### src/rtl/stall_pkg.sv
// Shared types and constants for the ID-stage hazard/stall controller.
package stall_pkg;

    typedef enum logic [1:0] {
        IDLE   = 2'd0,
        J_WAIT = 2'd1,
        B_WAIT = 2'd2
    } state_e;

    // Architectural zero register: writes to it are discarded, so it never creates a RAW hazard
    localparam int unsigned REG_ZERO = 0;

    // Default control-flow penalties, kept in step with the fetch unit
    localparam int unsigned DEF_J_PENALTY  = 1;
    localparam int unsigned DEF_BR_PENALTY = 3;

endpackage

### src/rtl/raw_detect.sv
// Combinational RAW hazard detector: compares ID sources against DEPTH downstream destinations.
module raw_detect
    import stall_pkg::*;
#(
    parameter int unsigned AW     = 5,
    parameter int unsigned DEPTH  = 4,
    parameter bit          FWD_EN = 1'b0
) (
    input  logic [AW-1:0]       id_rs,
    input  logic [AW-1:0]       id_rt,
    input  logic                id_uses_rs,
    input  logic                id_uses_rt,
    input  logic [DEPTH*AW-1:0] wb_addr,
    input  logic [DEPTH-1:0]    wb_en,
    input  logic                ld_flag_ex,
    output logic                hazard
);

    logic [DEPTH-1:0] match;

    always_comb begin
        match = '0;
        for (int k = 0; k < DEPTH; k++) begin
            match[k] = wb_en[k]
                    && (wb_addr[k*AW +: AW] != AW'(REG_ZERO))
                    && ((id_uses_rs && (wb_addr[k*AW +: AW] == id_rs))
                     || (id_uses_rt && (wb_addr[k*AW +: AW] == id_rt)));
        end
    end

    // With forwarding only a load still in EX cannot be bypassed in time
    always_comb begin
        if (FWD_EN) begin
            hazard = match[0] && ld_flag_ex;
        end else begin
            hazard = |match;
        end
    end

endmodule

### src/rtl/stall_unit.sv
// ID-stage stall controller: RAW hazards, jump/branch penalties, flush and a saturating stall statistic.
module stall_unit
    import stall_pkg::*;
#(
    parameter int unsigned AW         = 5,
    parameter int unsigned DEPTH      = 4,
    parameter int unsigned J_PENALTY  = DEF_J_PENALTY,
    parameter int unsigned BR_PENALTY = DEF_BR_PENALTY,
    parameter bit          FWD_EN     = 1'b0,
    parameter int unsigned CNT_W      = 16
) (
    input  logic                CLK,
    input  logic                RST,
    input  logic                id_valid,
    input  logic [AW-1:0]       id_rs,
    input  logic [AW-1:0]       id_rt,
    input  logic                id_uses_rs,
    input  logic                id_uses_rt,
    input  logic                id_jump,
    input  logic                id_branch,
    input  logic [DEPTH*AW-1:0] wb_addr,
    input  logic [DEPTH-1:0]    wb_en,
    input  logic [DEPTH-1:0]    ld_flag,
    input  logic                flush,
    input  logic                stat_clr,
    output logic                stall_j,
    output logic                stall_b,
    output logic                stall_raw,
    output logic                stall,
    output logic [CNT_W-1:0]    stall_cycles
);

    localparam int unsigned PEN_MAX = (J_PENALTY > BR_PENALTY) ? J_PENALTY : BR_PENALTY;
    localparam int unsigned PCNT_W  = (PEN_MAX > 1) ? $clog2(PEN_MAX) : 1;

    state_e             state_q, state_d;
    logic [PCNT_W-1:0]  cnt_q, cnt_d;
    logic               stall_j_q, stall_j_d;
    logic               stall_b_q, stall_b_d;
    logic               stall_raw_q, stall_raw_d;
    logic               stall_q, stall_d;
    logic [CNT_W-1:0]   cycles_q, cycles_d;
    logic               hazard;
    logic               unused_ld;

    // Only the EX-stage load flag matters; later stages are always forwardable
    assign unused_ld = ^ld_flag;

    raw_detect #(
        .AW     (AW),
        .DEPTH  (DEPTH),
        .FWD_EN (FWD_EN)
    ) u_raw_detect (
        .id_rs      (id_rs),
        .id_rt      (id_rt),
        .id_uses_rs (id_uses_rs),
        .id_uses_rt (id_uses_rt),
        .wb_addr    (wb_addr),
        .wb_en      (wb_en),
        .ld_flag_ex (ld_flag[0]),
        .hazard     (hazard)
    );

    // Next-state and next-output logic
    always_comb begin
        state_d     = state_q;
        cnt_d       = cnt_q;
        stall_j_d   = stall_j_q;
        stall_b_d   = stall_b_q;
        stall_raw_d = 1'b0;

        unique case (state_q)
            IDLE: begin
                stall_j_d = 1'b0;
                stall_b_d = 1'b0;
                if (id_valid && id_jump) begin
                    state_d   = J_WAIT;
                    cnt_d     = PCNT_W'(J_PENALTY - 1);
                    stall_j_d = 1'b1;
                end else if (id_valid && id_branch) begin
                    state_d   = B_WAIT;
                    cnt_d     = PCNT_W'(BR_PENALTY - 1);
                    stall_b_d = 1'b1;
                end else begin
                    stall_raw_d = id_valid && hazard;
                end
            end
            J_WAIT: begin
                if (cnt_q == '0) begin
                    state_d   = IDLE;
                    stall_j_d = 1'b0;
                end else begin
                    cnt_d = cnt_q - PCNT_W'(1);
                end
            end
            B_WAIT: begin
                if (cnt_q == '0) begin
                    state_d   = IDLE;
                    stall_b_d = 1'b0;
                end else begin
                    cnt_d = cnt_q - PCNT_W'(1);
                end
            end
            default: begin
                state_d   = IDLE;
                cnt_d     = '0;
                stall_j_d = 1'b0;
                stall_b_d = 1'b0;
            end
        endcase

        if (flush) begin
            state_d     = IDLE;
            cnt_d       = '0;
            stall_j_d   = 1'b0;
            stall_b_d   = 1'b0;
            stall_raw_d = 1'b0;
        end

        stall_d = stall_j_d | stall_b_d | stall_raw_d;
    end

    // Statistic counts cycles in which the registered stall was high
    always_comb begin
        cycles_d = cycles_q;
        if (stat_clr) begin
            cycles_d = '0;
        end else if (stall_q && (cycles_q != {CNT_W{1'b1}})) begin
            cycles_d = cycles_q + CNT_W'(1);
        end
    end

    always_ff @(posedge CLK) begin
        if (RST) begin
            state_q     <= IDLE;
            cnt_q       <= '0;
            stall_j_q   <= 1'b0;
            stall_b_q   <= 1'b0;
            stall_raw_q <= 1'b0;
            stall_q     <= 1'b0;
            cycles_q    <= '0;
        end else begin
            state_q     <= state_d;
            cnt_q       <= cnt_d;
            stall_j_q   <= stall_j_d;
            stall_b_q   <= stall_b_d;
            stall_raw_q <= stall_raw_d;
            stall_q     <= stall_d;
            cycles_q    <= cycles_d;
        end
    end

    assign stall_j      = stall_j_q;
    assign stall_b      = stall_b_q;
    assign stall_raw    = stall_raw_q;
    assign stall        = stall_q;
    assign stall_cycles = cycles_q;

endmodule

### config.mk
export PLATFORM = sky130hd
export DESIGN_NAME = stall_unit
export DESIGN_NICKNAME = d
export VERILOG_FILES = /design/src/rtl/stall_pkg.sv /design/src/rtl/raw_detect.sv /design/src/rtl/stall_unit.sv
export SDC_FILE = /design/constraint.sdc
export NUM_CORES = 1
export LEC_CHECK = 0
export ABC_AREA = 1
export CORE_ASPECT_RATIO = 0.9
export CORE_UTILIZATION = 25
export CTS_BUF_LIST = sky130_fd_sc_hd__clkbuf_4 sky130_fd_sc_hd__clkbuf_8
export CTS_CLUSTER_SIZE = 20
export DETAILED_ROUTE_END_ITERATION = 8
export PLACE_DENSITY = 0.51
export SYNTH_ARGS = -nofsm -noshare
export SYNTH_HDL_FRONTEND = slang
export SYNTH_SLANG_ARGS = --single-unit
export TNS_END_PERCENT = 20
### constraint.sdc
create_clock -name CLK -period 1.9 [get_ports CLK]
set_clock_uncertainty 0.05 [all_clocks]
set_input_delay 0.38 -clock CLK [delete_from_list [all_inputs] [get_ports CLK]]
set_output_delay 0.38 -clock CLK [all_outputs]
set_load 0.005 [all_outputs]
# == After elaboration in Yosys (flattened, before gate mapping) ==
# Cells that the tools add are included.
# op_classes
n_addsub,2
eq_ne,14
mux,20
bitwise,2
reduce_logical,36
# ops
op,count
5-bit equality test,8
1-bit logical AND,20
5-bit nonzero test,4
16-bit by 1-bit adder with 16-bit output (second input constant),1
16-bit inequality test (second input constant),1
1-bit two-way mux,11
2-bit two-way mux,5
2-bit one-hot mux with 2 select lines,2
1-bit one-hot mux with 3 select lines,2
2-bit OR reduction,3
2-bit logical NOT,2
1-bit logical OR,4
2-bit AND reduction,2
4-bit OR reduction,1
3-bit inequality test (second input constant),1
2-bit by 1-bit equality test with 1-bit output (second input constant),1
2-bit equality test (second input constant),1
2-bit by 1-bit inequality test with 1-bit output (second input constant),1
2-bit inequality test (second input constant),1
1-bit bitwise OR,2
2-bit by 1-bit subtractor with 2-bit output (second input constant),1
# word_totals
reg_bits,24
out_inout_bits,20
word_cells,81

# == Depth between registers and ports, before layout ==
# logic_depth
word_depth,11
ltp_mapped,12

# == By module ==
# Synthesis repeated with hierarchy kept, for this count alone.
# unflattened
hier_cells,425
hier_area_um2,2214.6
# modules_own_cells
module,n_inst,cells_each,area_per_inst_um2,seq_area_each_um2
stall_unit,1,222,1418.9,480.5
raw_detect,1,203,795.8,0.0

# == Least setup slack after synthesis ==
# Ideal clock, no wire load.
# synth_timing
path_type,reg2reg
startpoint,register cycles_q[1] (netlist: stall_cycles[1])
endpoint,register cycles_q[1] (netlist: stall_cycles[1])
setup_time_ns,0.113
t_arrival_ns,1.379
setup_slack_ns,0.357
path_stages_with_launch,12
n_path_buf,1
period_less_slack_ns,1.543
cell_sequence,dfxtp_1 -> ha_1 -> nand2_2 -> nor2_2 -> nand2_2 -> nor2_2 -> nand2_2 -> nand2_1 -> nand2_2 -> buf_6 -> o21ai_1 -> nor2_1
# synth_between
elab_chain_cells,2
word_cells_on_any_way,3
classes_between,add/sub (1); eq/ne (1); reduce/logical (1)
# synth_rtl
item,line,text
start: declaration,stall_unit.sv:42,"logic [CNT_W-1:0] cycles_q, cycles_d;"
start signal: assignment,stall_unit.sv:149,cycles_q <= cycles_d;
branches (longest 2 deep; another with 16-bit by 1-bit adder with 16-bit output),-,
# Several ways; the timed one is not identified.
# A chain may end at the register's enable or synchronous reset.

# == Worst setup path after layout ==
# layout_timing
startpoint,input port id_rt[0]
endpoint,register stall_q (netlist: stall)
# layout_between
elab_chain_cells,11
word_cells_on_any_way,23
classes_between,eq/ne (4); mux (4); bitwise (1); reduce/logical (14)
# layout_rtl
item,line,text
start: declaration,stall_unit.sv:16,"input logic [AW-1:0] id_rt,"
5-bit equality test,raw_detect.sv:27,|| (id_uses_rt && (wb_addr[k*AW +: AW] == id_rt)));
1-bit logical AND,raw_detect.sv:27,
1-bit logical OR,raw_detect.sv:27,
1-bit logical AND,raw_detect.sv:26,&& ((id_uses_rs && (wb_addr[k*AW +: AW] == id_rs))
4-bit OR reduction (*),raw_detect.sv:36,hazard = |match;
1-bit logical AND (*),stall_unit.sv:85,stall_raw_d = id_valid && hazard;
1-bit two-way mux (*),stall_unit.sv:80,end else if (id_valid && id_branch) begin
1-bit two-way mux (*),stall_unit.sv:76,if (id_valid && id_jump) begin
1-bit two-way mux (*),stall_unit.sv:72,unique case (state_q)
1-bit two-way mux (*),stall_unit.sv:112,if (flush) begin
1-bit bitwise OR (*),stall_unit.sv:120,stall_d = stall_j_d | stall_b_d | stall_raw_d;
end signal: assignment,stall_unit.sv:148,stall_q <= stall_d;
end: declaration,stall_unit.sv:41,"logic stall_q, stall_d;"
# Every way passes the cells marked *; elsewhere a longest branch is shown, timed or not.

==> results.json <==
{
  "fin_area_mm2": 0.00302,
  "fillers": 883,
  "numCtsBuffers": 3,
  "cts.sinks": 24,
  "grt_max_degree": 17,
  "finalMaxSlewViolations": 0,
  "yosys.area_share.simple_pct": 49.6,
  "path_class": "input pin to register",
  "muxShareOfSynthArea_pct": 0,
  "synth_fa_ha_area_share_pct": 3.59,
  "overflow": 0,
  "diodes": 0,
  "p_int_mw": 0.965,
  "die_x_um": 98.4,
  "h-tree-depth": 1,
  "drt_iter0_markers": 134,
  "p_sw_share_pct": 27.6,
  "r2r-end": "stall_cycles[10]$_SDFFE_PP0P_",
  "area_growth_pct": 44.4,
  "first_pass_iters": 6,
  "setup_slack_ns": 0.184,
  "maxSlewHeadroom_pct": 78.5,
  "endpoint": "stall$_SDFF_PP0_",
  "dpl_cell_area_mm2": 0.00294,
  "grt.total_usage_pct": 13.9,
  "layout_commonest_cell": "nand2_1",
  "violations": "DRC",
  "place.gp.congestion": 0.898,
  "worstSetupStartpoint": "id_rt[0]",
  "post_cts_buffers": 0,
  "clkLatencyLatePin_ns": 0.27,
  "setup_violations": 0,
  "synth_cell_type_count": 20,
  "fmax_mhz": 583,
  "ys_seq_elements": 24,
  "synth_top_family_by_area": "simple AND/OR/NAND/NOR gates",
  "period_share_pct": 90.3,
  "tns_ns": 0,
  "pwr-share-comb_pct": 27.0,
  "root_buffer": "clkbuf_8",
  "synth.avg_cell_area_um2": 5.36,
  "port_buffers": 62,
  "cpPeakStageDelay_ns": 0.66,
  "clkTransAtPathRegs_ns": 0.08,
  "maxCapViolCount": 0,
  "dp_slack_ns": -0.118,
  "post_drt_via_cell_ratio": 4.38,
  "initial_core_util_pct": 25.9,
  "placed_cells": 564,
  "hold_viol_final": 0,
  "startpoint_type": "input pin",
  "grt_pass1_wl_um": 9680,
  "layout.cells.non_filler": 568,
  "clockBufferDepth": 2,
  "required_ns": 2.00,
  "cp_max_fo": 6,
  "outcome": "finished, violations left",
  "critPathArrivalTime_ns": 1.82,
  "grt_antenna_before_repair": 0,
  "num_vias": 2490,
  "ios": 67,
  "ant_nets": 0,
  "core_area_mm2": 0.00807,
  "cpMostUsedCell": "nand2_1",
  "p_per_area_mw_per_mm2": 442,
  "synth_xor_area_share_pct": 2.93,
  "die-area_mm2": 0.00874,
  "worst_setup_path_end_kind": "register",
  "nets": 523,
  "ff_latch_area_um2": 483,
  "r2r_setup_slack_ns": 0.25,
  "holdBufCountCts": 0,
  "yosysSeqAreaShare_pct": 23.0,
  "syn_nets": 443,
  "grt_pass1_vias": 2191,
  "yosysWarnings": 0,
  "leakage_nw": 1.45,
  "drc": 5,
  "rows": 31,
  "rsz0062_at_grt": "false",
  "finalCriticalPeriod_ns": 1.72,
  "pwr-share-seq_pct": 38.8,
  "syn_inst": 390,
  "cts_tree": "built",
  "wirelength_um": 6030,
  "hold_class": "register to register",
  "final_cell_mix": "nand2_1 (158), clkdlybuf4s50_1 (62), inv_1 (60)",
  "reg2reg_depth": 12,
  "critical_path.cell_chain": "clkdlybuf4s50_1 -> inv_1 -> nor2_1 -> nor2_1 -> nand3_1 -> nand2_1 -> nand2_1 -> nand2_1 -> o21ai_0 -> nand2_1",
  "r2r-start": "stall_cycles[1]$_SDFFE_PP0P_",
  "tightest_slew_ns": 0.322,
  "final_layout_size_suffix_gt1_share_pct": 6.82,
  "synth_compound_gate_area_share_pct": 9.03,
  "multi_input_area_mm2": 0.00137,
  "vdd_drop_max_mv": 0.312,
  "wire_per_inst_um": 10.6,
  "slowest_stage": "clkdlybuf4s50_1",
  "p_switching_mw": 0.369,
  "fp.dieH_um": 88.8,
  "clockPowerShare_pct": 34.2,
  "synth_area_mm2": 0.00209,
  "hpwl_um": 4950
}
==> Yosys cell counts <==
| cell type | n | share of area, % |
|---|---|---|
| a21oi_1 | 15 | 3.6 |
| a31oi_1 | 1 | 0.30 |
| buf_6 | 2 | 1.1 |
| dfxtp_1 | 24 | 23 |
| ha_1 | 6 | 3.6 |
| inv_1 | 60 | 11 |
| nand2_1 | 158 | 28 |
| nand2_2 | 4 | 1.2 |
| nand3_1 | 24 | 5.7 |
| nand4_1 | 7 | 2.1 |
| nor2_1 | 55 | 9.9 |
| nor2_2 | 2 | 0.60 |
| nor3_1 | 3 | 0.72 |
| nor3_4 | 1 | 0.78 |
| o21ai_0 | 17 | 4.1 |
| o21ai_1 | 1 | 0.24 |
| o21ai_2 | 2 | 0.84 |
| or2_2 | 1 | 0.30 |
| xnor2_1 | 3 | 1.3 |
| xor2_1 | 4 | 1.7 |
==> power groups by stage <==
stage | sequential [mW] | combinational [mW] | clock [mW]
6_report | 0.518 | 0.360 | 0.456
5_1_grt | 0.519 | 0.405 | 0.490
4_1_cts | 0.517 | 0.360 | 0.475
3_5_place_dp | 0.529 | 0.359 | 0
3_3_place_gp | 0.529 | 0.360 | 0
2_1_floorplan | 0.528 | 0.171 | 0
==> cells by family (layout without fill, tap and decap cells) <==
logic type,count (synthesis),after routing
and+or+nand+nor,255,255
adders and majority gates,6,6
buffers and inverters,62,141
xor gates and xnor gates,7,7
AOI/OAI and AO/OA,36,36
DFF,24,24
==> per-stage QoR <==
| step | power [mW] | util [%] | hold slack [ns] |
|---|---|---|---|
| 5_1_grt | 1.41 | 37.4 | 0.435 |
| 6_report | 1.33 | 37.4 | 0.415 |
| 3_5_place_dp | 0.888 | 36.4 | 0.406 |
| 3_3_place_gp | 0.889 | 36.4 | 0.398 |
| 4_1_cts | 1.35 | 37.3 | 0.419 |
| 2_1_floorplan | 0.699 | - | 0.383 |
==> worst max-delay path: cells and delay by family <==
kind,cells,cell delay [ns]
compound gates,1,0.21
buf+inv,2,0.78
simple gates,7,0.46
==> final cells by class <==
cell class / count / area share (%)
tap: 99 / 4.10
inverter: 60 / 7.46
sequential: 24 / 16.0
multi-input combinational: 304 / 45.4
timing repair buffer: 77 / 24.7
clock inverter: 1 / 0.994
clock buffer: 3 / 1.37
==> worst min path at each step <==
stage / from / cells past startpoint / to
6_report: cnt_q[0]$_SDFFE_PP0P_ / 2 / cnt_q[0]$_SDFFE_PP0P_
5_1_grt: cnt_q[1]$_SDFFE_PP0P_ / 2 / cnt_q[1]$_SDFFE_PP0P_
4_1_cts: cnt_q[0]$_SDFFE_PP0P_ / 2 / cnt_q[0]$_SDFFE_PP0P_
3_5_place_dp: cnt_q[1]$_SDFFE_PP0P_ / 2 / cnt_q[1]$_SDFFE_PP0P_
3_3_place_gp: cnt_q[1]$_SDFFE_PP0P_ / 2 / cnt_q[1]$_SDFFE_PP0P_
2_1_floorplan: cnt_q[1]$_SDFFE_PP0P_ / 2 / cnt_q[1]$_SDFFE_PP0P_
==> flip-flops by register name, summed over array words and instances, names as in the netlist <==
signal / count
stall: 1
state_q: 2
stall_j: 1
stall_raw: 1
stall_cycles: 16
stall_b: 1
cnt_q: 2
==> routing by layer <==
layer	share of wire, %	routed length, um	vias up	GRT usage, %
met5	0	0	-	0
met4	0.71	43	0	2.17
li1	-	-	1353	-
met2	43	2600	64	23.6
met1	51	3050	1069	18.9
met3	5.7	342	4	2.13
==> repair_timing <==
action                     4_1_cts  5_1_grt
hold endpoints to repair         0        0
resized for setup                0        4
setup endpoints to repair        0        5
No activity file was read; power rests on OpenSTA's default activity.
